===== src/rtl/step_pkg.sv =====
// Shared types and coil pattern tables for the stepper phase sequencer.
// Define HALF_STEP_EN to select the 8-entry half-step table instead of full-step.
package step_pkg;

    typedef enum logic {
        IDLE  = 1'b0,
        DWELL = 1'b1
    } state_t;

    // Entry i lives at bits [4*i +: 4]
    localparam logic [15:0] FULL_STEP_TABLE = {4'b1001, 4'b0011, 4'b0110, 4'b1100};
    localparam logic [31:0] HALF_STEP_TABLE = {4'b1001, 4'b0001, 4'b0011, 4'b0010,
                                               4'b0110, 4'b0100, 4'b1100, 4'b1000};

`ifdef HALF_STEP_EN
    localparam int TABLE_LEN = 8;
    localparam int IDX_W     = 3;
`else
    localparam int TABLE_LEN = 4;
    localparam int IDX_W     = 2;
`endif

endpackage


===== src/rtl/step_phase_lut.sv =====
// Combinational phase index to coil pattern lookup with enable gating.
// Table selection follows HALF_STEP_EN from step_pkg.
module step_phase_lut
    import step_pkg::*;
(
    input  logic [IDX_W-1:0] idx,
    input  logic             enable,
    output logic [3:0]       coil
);

    always_comb begin
        coil = 4'b0000;
        if (enable) begin
`ifdef HALF_STEP_EN
            coil = HALF_STEP_TABLE[{idx, 2'b00} +: 4];
`else
            coil = FULL_STEP_TABLE[{idx, 2'b00} +: 4];
`endif
        end
    end

endmodule


===== src/rtl/step_phase_sequencer.sv =====
// Turns step request pulses into a stepper coil sequence with a minimum dwell,
// one-deep request buffering, signed position and a sticky overrun flag (HALF_STEP_EN selects half-step).
module step_phase_sequencer
    import step_pkg::*;
#(
    parameter int DWELL_CYCLES = 50000,
    parameter int CNT_W        = 16,
    parameter int POS_W        = 16
) (
    input  logic             clk,
    input  logic             rst,
    input  logic             step_pulse,
    input  logic             dir,
    input  logic             enable,
    input  logic             clr_ovr,
    output logic [3:0]       coil,
    output logic [POS_W-1:0] position,
    output logic             busy,
    output logic             step_done,
    output logic             overrun
);

    localparam logic [CNT_W-1:0] RELOAD = CNT_W'(DWELL_CYCLES - 1);

    state_t             state_q, state_d;
    logic [CNT_W-1:0]   cnt_q, cnt_d;
    logic               pend_q, pend_d;
    logic [IDX_W-1:0]   idx_q, idx_d;
    logic [POS_W-1:0]   pos_q, pos_d;
    logic               ovr_d;
    logic               advance;
    logic               drop;
    logic [3:0]         coil_d;

    always_comb begin
        state_d = state_q;
        cnt_d   = cnt_q;
        pend_d  = pend_q;
        advance = 1'b0;
        drop    = 1'b0;

        if (!enable) begin
            state_d = IDLE;
            cnt_d   = '0;
            pend_d  = 1'b0;
        end else begin
            case (state_q)
                IDLE: begin
                    if (step_pulse) begin
                        advance = 1'b1;
                        cnt_d   = RELOAD;
                        state_d = DWELL;
                    end
                end
                DWELL: begin
                    if (cnt_q != '0) begin
                        cnt_d = cnt_q - CNT_W'(1);
                        if (step_pulse) begin
                            if (pend_q) drop = 1'b1;
                            else        pend_d = 1'b1;
                        end
                    end else if (pend_q || step_pulse) begin
                        // Pending goes first; a simultaneous new pulse takes its slot
                        advance = 1'b1;
                        cnt_d   = RELOAD;
                        pend_d  = pend_q && step_pulse;
                    end else begin
                        state_d = IDLE;
                    end
                end
                default: state_d = IDLE;
            endcase
        end
    end

    always_comb begin
        idx_d = idx_q;
        pos_d = pos_q;
        if (advance) begin
            idx_d = dir ? idx_q + IDX_W'(1) : idx_q - IDX_W'(1);
            pos_d = dir ? pos_q + POS_W'(1) : pos_q - POS_W'(1);
        end
        ovr_d = drop ? 1'b1 : (clr_ovr ? 1'b0 : overrun);
    end

    step_phase_lut u_lut (
        .idx    (idx_d),
        .enable (enable),
        .coil   (coil_d)
    );

    always_ff @(posedge clk) begin
        if (!rst) begin
            state_q   <= IDLE;
            cnt_q     <= '0;
            pend_q    <= 1'b0;
            idx_q     <= '0;
            pos_q     <= '0;
            coil      <= 4'b0000;
            step_done <= 1'b0;
            overrun   <= 1'b0;
        end else begin
            state_q   <= state_d;
            cnt_q     <= cnt_d;
            pend_q    <= pend_d;
            idx_q     <= idx_d;
            pos_q     <= pos_d;
            coil      <= coil_d;
            step_done <= advance;
            overrun   <= ovr_d;
        end
    end

    assign position = pos_q;
    assign busy     = (state_q == DWELL);

endmodule

===== config.mk =====
export PLATFORM = sky130hd
export DESIGN_NAME = step_phase_sequencer
export DESIGN_NICKNAME = d
export VERILOG_FILES = /design/src/rtl/step_pkg.sv /design/src/rtl/step_phase_lut.sv /design/src/rtl/step_phase_sequencer.sv
export SDC_FILE = /design/constraint.sdc
export NUM_CORES = 1
export LEC_CHECK = 0
export ABC_CLOCK_PERIOD_IN_PS = 4200
export CAP_MARGIN = 20
export CORE_ASPECT_RATIO = 0.8
export CORE_MARGIN = 2
export CORE_UTILIZATION = 60
export DETAILED_ROUTE_END_ITERATION = 6
export GPL_TIMING_DRIVEN = 0
export PLACE_DENSITY = 0.85
export SYNTH_ARGS = -nofsm -noshare
export SYNTH_HDL_FRONTEND = slang
export SYNTH_SLANG_ARGS = --single-unit

===== constraint.sdc =====
create_clock -name clk -period 4.2 [get_ports clk]
set_input_delay 0.42 -clock clk [delete_from_list [all_inputs] [get_ports clk]]
set_output_delay 0.42 -clock clk [all_outputs]
set_load 0.01 [all_outputs]

==> results of run 1 <==
==> through the flow <==
stage               area [sq um]  hold slack (ns)   util  power [mW]  cells
global route                2980            0.500  0.722        1.06    390
global placement            2890            0.460  0.699       0.721    382
floorplan                   2530            0.464      -       0.647    297
finish                      2980            0.479  0.722        1.00    390
detailed placement          2890            0.468  0.699       0.731    382
CTS                         2980            0.481  0.722        1.00    390
==> logic make-up after synthesis <==
logic type	synth area share
AND/OR/NAND/NOR	0.268
AO/OA/AOI/OAI	0.211
flip-flops	0.332
XOR/XNOR	0.0588
buffers and inverters	0.0316
adder cells (fa/ha/maj)	0.0869
multiplexers	0.0119
==> worst register-to-register path: stages (launching register included) <==
cell      delay, ns
dfxtp_1        0.43
inv_1          0.09
fa_1           0.40
nand2b_1       0.20
a21oi_1        0.32
a41oi_1        0.28
a21boi_0       0.31
or3_1          0.16
nand3_1        0.07
==> state kept, by name, indices dropped and copies added (netlist names) <==
signal     cells
busy           1
cnt_q         16
coil           4
idx_q          2
overrun        1
pend_q         1
position      16
step_done      1
==> area by class of cell <==
cell class / count / area (sq um)
buffer: 8 / 46.3
clock buffer: 5 / 68.8
tap: 57 / 71.3
fill: 349 / 1150
inverter: 9 / 33.8
clock inverter: 3 / 23.8
sequential: 42 / 841
multi-input combinational: 238 / 1610
timing repair buffer: 28 / 280
==> cells in the mapped netlist (2+ instances only) <==
cell	count
a311oi_1	2
a31oi_1	4
nand3b_1	3
nor4_4	2
or3_1	6
a211oi_1	8
nand4b_1	2
xnor2_1	14
nand2_1	19
dfxtp_1	42
nor4_1	4
and2_1	2
clkbuf_1	4
ha_1	16
and4_1	2
and3_1	3
nand3_1	16
nor4b_1	2
nand2b_1	8
inv_1	8
buf_4	2
xor2_1	3
nor2_1	31
nor3b_1	2
a21boi_0	2
a21oi_1	29
mux2i_1	3
o21ai_0	8
a21o_1	11
nor2b_1	2
nor3_1	9
==> layer usage <==
metal  track usage  vias up  share of wire
met1         0.369     1147           0.48
met3        0.0509        7          0.065
met4         0.109        0         0.0087
met2         0.444       81           0.45
met5             0        -              0
li1              -     1160              -
==> worst max-delay path by stage <==
stage	start	endpoint	cells after the start
floorplan	dir	position[15]	8
global placement	dir	position[14]	9
detailed placement	dir	position[13]	9
CTS	dir	position[13]	9
global route	dir	position[14]	9
finish	dir	position[13]	9
==> power by group through the flow <==
stage	logic, mW	clock network [mW]	registers [mW]
6_report	0.282	0.276	0.447
5_1_grt	0.310	0.298	0.450
4_1_cts	0.279	0.279	0.446
3_5_place_dp	0.276	0	0.456
3_3_place_gp	0.267	0	0.454
2_1_floorplan	0.189	0	0.458
==> results.txt, run 1 <==
Status = complete, no violations
Fin. Hold Viols = 0
Worst Min Path Start = position[8]
Hold Path Class = flop to flop
Most common cell after layout, fill and taps aside = dfxtp_1
Synth async-reset ratio = 0
Worst reg-to-reg setup slack = 1.84 ns
Max Fclk = 322 MHz
Pin count of the biggest net entering global routing = 16
Worst-Skew Late Latency = 0.30 ns
Int Pwr = 0.670 mW
Synth Warn # = 0
Worst slew pin tran = 0.553 ns
Pre-CTS setup slack = 0.861 ns
GRT overflow = 0
Setup WS post-layout = 1.09 ns
Final wirelength = 6.32 mm
Clock share of power = 0.274
Core footprint = 4130 sq um
Post-cts resize count = 0
Largest cells by area after synthesis = dfxtp_1 (33%), ha_1 (7.9%), a21oi_1 (5.7%), xnor2_1 (4.8%), nor2_1 (4.6%)
Pleak = 1.17 nW
HPWL Detailed = 4.54 mm
Ys flop type = dfxtp_1
Worst path bufs/invs = 2
Mapped Area = 2530 sq um
Final GP Congestion = 0.902
Net count reported at finish = 355
Worst hold path stage count = 2
CP Max Fanout = 14
Number of enable flip-flop cells after synthesis = 0
DRC viols = 0
Min cycle time layout = 3.11 ns
Final Setup Violations = 0
Seq/Total Area, Yosys = 0.332
Crit path cell chain = clkdlybuf4s50_1 > inv_1 > ha_1 > o21ai_0 > or2_1 > a211oi_1 > o21ai_0 > a2111oi_0 > a311o_1
Post-synth top area share = 0.332
Clock Tree Buf Depth = 2
Post-Synthesis Cells = 297
Clock-pin transition on the worst setup and hold timing paths = 0.09 ns
CP top delay family = compound AO/OA/AOI/OAI gates
Gr usage total = 0.276
Slowest stage delay, CP = 0.62 ns
H-tree depth = 2
Worst R2R Start = position[0]
Clock Skews = 0.00358 ns
CTS Hold Buffers Added = 0
I/O Pins = 29
DR vias = 2395
DR WL/cell = 16.2 um
Syn Nets = 320
Cts bufs inserted = 5
Max Cap Violations = 0
Max-slew headroom = 0.631
Critical path launch point type = input pin
Flop pwr share = 0.445
Setup TNS = 0 ns
R2r worst-path depth = 8
Slowest-stage cell, CP = clkdlybuf4s50_1
Period Utilization, post-route = 0.740
Rows = 21
Vias per inst = 6.14
First-pass detailed-route iteration total = 4
Max IR drop VDD = 254 uV
Share of cells above drive strength 1 = 0.0691
DIE HEIGHT = 62.1 um
Die Footprint = 4760 sq um
# clock sinks = 42
Mean area per synthesized cell = 8.53 sq um
FF-to-FF End = position[14]
Antenna Nets Post-Route = 0
Syn-to-layout area delta = 17.5%
Sw frac = 0.333
TritonCTS clock tree = built
Initial DRC Count = 210
Net switching power = 0.335 mW
CTS Root Cell = clkbuf_8
WP data required = 4.44 ns
CP Capture Type = flop
Initial core utilization = 0.614
Vias in the first global route = 2398
WS Path Type = input pin to flop
RSZ-0062 raised after global routing = false
Pins Over Slew Limit = 0
Distinct cell type count of the synthesized netlist = 59
Comb power frac = 0.281
Flops & latches, synth = 42
Worst Path Arrival = 3.35 ns
Post-CTS Repair Setup Buffers = 0
First-pass GRT wire length = 10.7 mm
I/O Buffers = 28
Hold endpoint = position[8]
Antenna violations before repair = 0
Most frequent cells in the layout = dfxtp_1 (42), nor2_1 (31), a21oi_1 (29), clkdlybuf4s50_1 (28), nand2_1 (19)
Diodes inserted = 0
CP most frequent cell = o21ai_0
PD cells = 337 nW/um^2
Die W = 76.7 um
Top cell type by total area after synthesis = dfxtp_1
No activity file was read; power rests on OpenSTA's default activity.
==> run 2, diff against run 1 <==
--- a/config.mk
+++ b/config.mk
@@ -5,14 +5,14 @@
 export SDC_FILE = /design/constraint.sdc
 export NUM_CORES = 1
 export LEC_CHECK = 0
-export ABC_CLOCK_PERIOD_IN_PS = 4200
+export ABC_CLOCK_PERIOD_IN_PS = 2800
 export CAP_MARGIN = 20
 export CORE_ASPECT_RATIO = 0.8
 export CORE_MARGIN = 2
-export CORE_UTILIZATION = 60
+export CORE_UTILIZATION = 51
 export DETAILED_ROUTE_END_ITERATION = 6
 export GPL_TIMING_DRIVEN = 0
-export PLACE_DENSITY = 0.85
+export PLACE_DENSITY = 0.76
 export SYNTH_ARGS = -nofsm -noshare
 export SYNTH_HDL_FRONTEND = slang
 export SYNTH_SLANG_ARGS = --single-unit
==> constraint.sdc (replaced) <==
create_clock -name clk -period 2.8 [get_ports clk]
set_input_delay 0.28 -clock clk [delete_from_list [all_inputs] [get_ports clk]]
set_output_delay 0.28 -clock clk [all_outputs]
set_load 0.01 [all_outputs]
==> results.txt, run 2 (synthesis results as in run 1) <==
Status = complete, no violations
CP Max Fanout = 6
Worst Path Arrival = 2.88 ns
Vias per inst = 5.90
DRC viols = 0
Initial DRC Count = 195
DIE HEIGHT = 67.0 um
Pin count of the biggest net entering global routing = 15
Max-slew headroom = 0.636
Antenna violations before repair = 0
I/O Buffers = 28
Share of cells above drive strength 1 = 0.0806
Worst R2R Start = position[0]
# clock sinks = 42
Setup WS post-layout = 0.165 ns
Period Utilization, post-route = 0.941
CP Launch Point = dir
CP Capture Type = flop
I/O Pins = 29
Clock-pin transition on the worst setup and hold timing paths = 0.09 ns
WP data required = 3.04 ns
Worst reg-to-reg setup slack = 0.53 ns
Setup TNS = 0 ns
Min cycle time layout = 2.63 ns
Max IR drop VDD = 350 uV
Worst slew pin tran = 0.546 ns
GRT overflow = 0
Clock Skews = 0.00612 ns
Die W = 82.8 um
HPWL Detailed = 4.28 mm
Most common cell after layout, fill and taps aside = dfxtp_1
PD cells = 496 nW/um^2
Hold slack = 0.478 ns
Max Cap Violations = 0
First-pass GRT wire length = 10.3 mm
FF-to-FF End = position[14]
H-tree depth = 2
TritonCTS clock tree = built
Diodes inserted = 0
Pleak = 1.17 nW
Clock Tree Buf Depth = 2
Die Footprint = 5550 sq um
Final GP Congestion = 0.859
Hold Path Class = flop to flop
Net count reported at finish = 357
Most frequent cells in the layout = dfxtp_1 (42), nor2_1 (31), a21oi_1 (29), clkdlybuf4s50_1 (27), nand2_1 (19)
First-pass detailed-route iteration total = 4
Pre-CTS setup slack = -0.537 ns
Cts bufs inserted = 5
Layout Cells excl Fill = 395
Fin. Hold Viols = 0
DP Cell Count = 385
Max Fclk = 380 MHz
Syn-to-layout area delta = 18.6%
Vias in the first global route = 2101
DR WL/cell = 15.0 um
RSZ-0062 raised after global routing = false
Pins Over Slew Limit = 0
WS Path Type = input pin to flop
Final wirelength = 5.93 mm
Gr usage total = 0.231
Critical path launch point type = input pin
Antenna Nets Post-Route = 0
Setup crit end = position[13]
Final Setup Violations = 0
Initial core utilization = 0.541
CTS Root Cell = clkbuf_8
R2r worst-path depth = 8
Rows = 22
Worst-Skew Late Latency = 0.30 ns
Core footprint = 4680 sq um
DR vias = 2329
run 2: worst min path at each step:
stage	start	to	slack (ns)	cells past startpoint
floorplan	step_pulse	overrun	0.45	2
global placement	overrun	overrun	0.46	2
detailed placement	position[6]	position[6]	0.47	2
CTS	position[8]	position[8]	0.48	2
global route	position[15]	position[15]	0.51	2
finish	position[6]	position[6]	0.48	2
run 2: where the power goes:
part,internal [mW],switching [mW]
sequential,0.634,0.0336
clock,0.176,0.229
combinational,0.193,0.226
run 2: metrics by stage:
stage	total power [mW]	cell area [sq um]	utilization
floorplan	0.971	2530	-
global placement	1.09	2890	0.617
detailed placement	1.09	2890	0.617
CTS	1.49	3000	0.641
global route	1.58	3010	0.642
finish	1.49	3010	0.642
run 2: timing repair:
action,in CTS,in global routing
setup endpoints to repair,3,1
buffers inserted,2,0
hold buffers,0,0
pin swaps,0,0
resized for setup,3,2
run 2: layer usage:
layer  part of all wire  up-vias  global-route usage
li1                   -     1163                   -
met1               0.53     1099               0.346
met2               0.41       61               0.332
met3              0.052        6              0.0520
met4              0.010        0              0.0594
met5                  0        -                   0
run 2: final cells by class:
type                            count  area (sq um)
Inverter                            9          37.5
Clock buffer                        5          68.8
Buffer                              8          46.3
Tap cell                           60          75.1
Fill cell                         415          1670
Multi-Input combinational cell    238          1620
Sequential cell                    42           841
Clock inverter                      3          21.3
Timing Repair Buffer               30           294
run 2: critical path: stages:
cell	delay (ns)
dlygate4sd2_1	0.40
clkinvlp_4	0.16
buf_4	0.17
ha_1	0.33
o21ai_0	0.11
or2_1	0.28
a211oi_1	0.38
o21ai_1	0.16
a2111oi_1	0.42
a311o_1	0.18
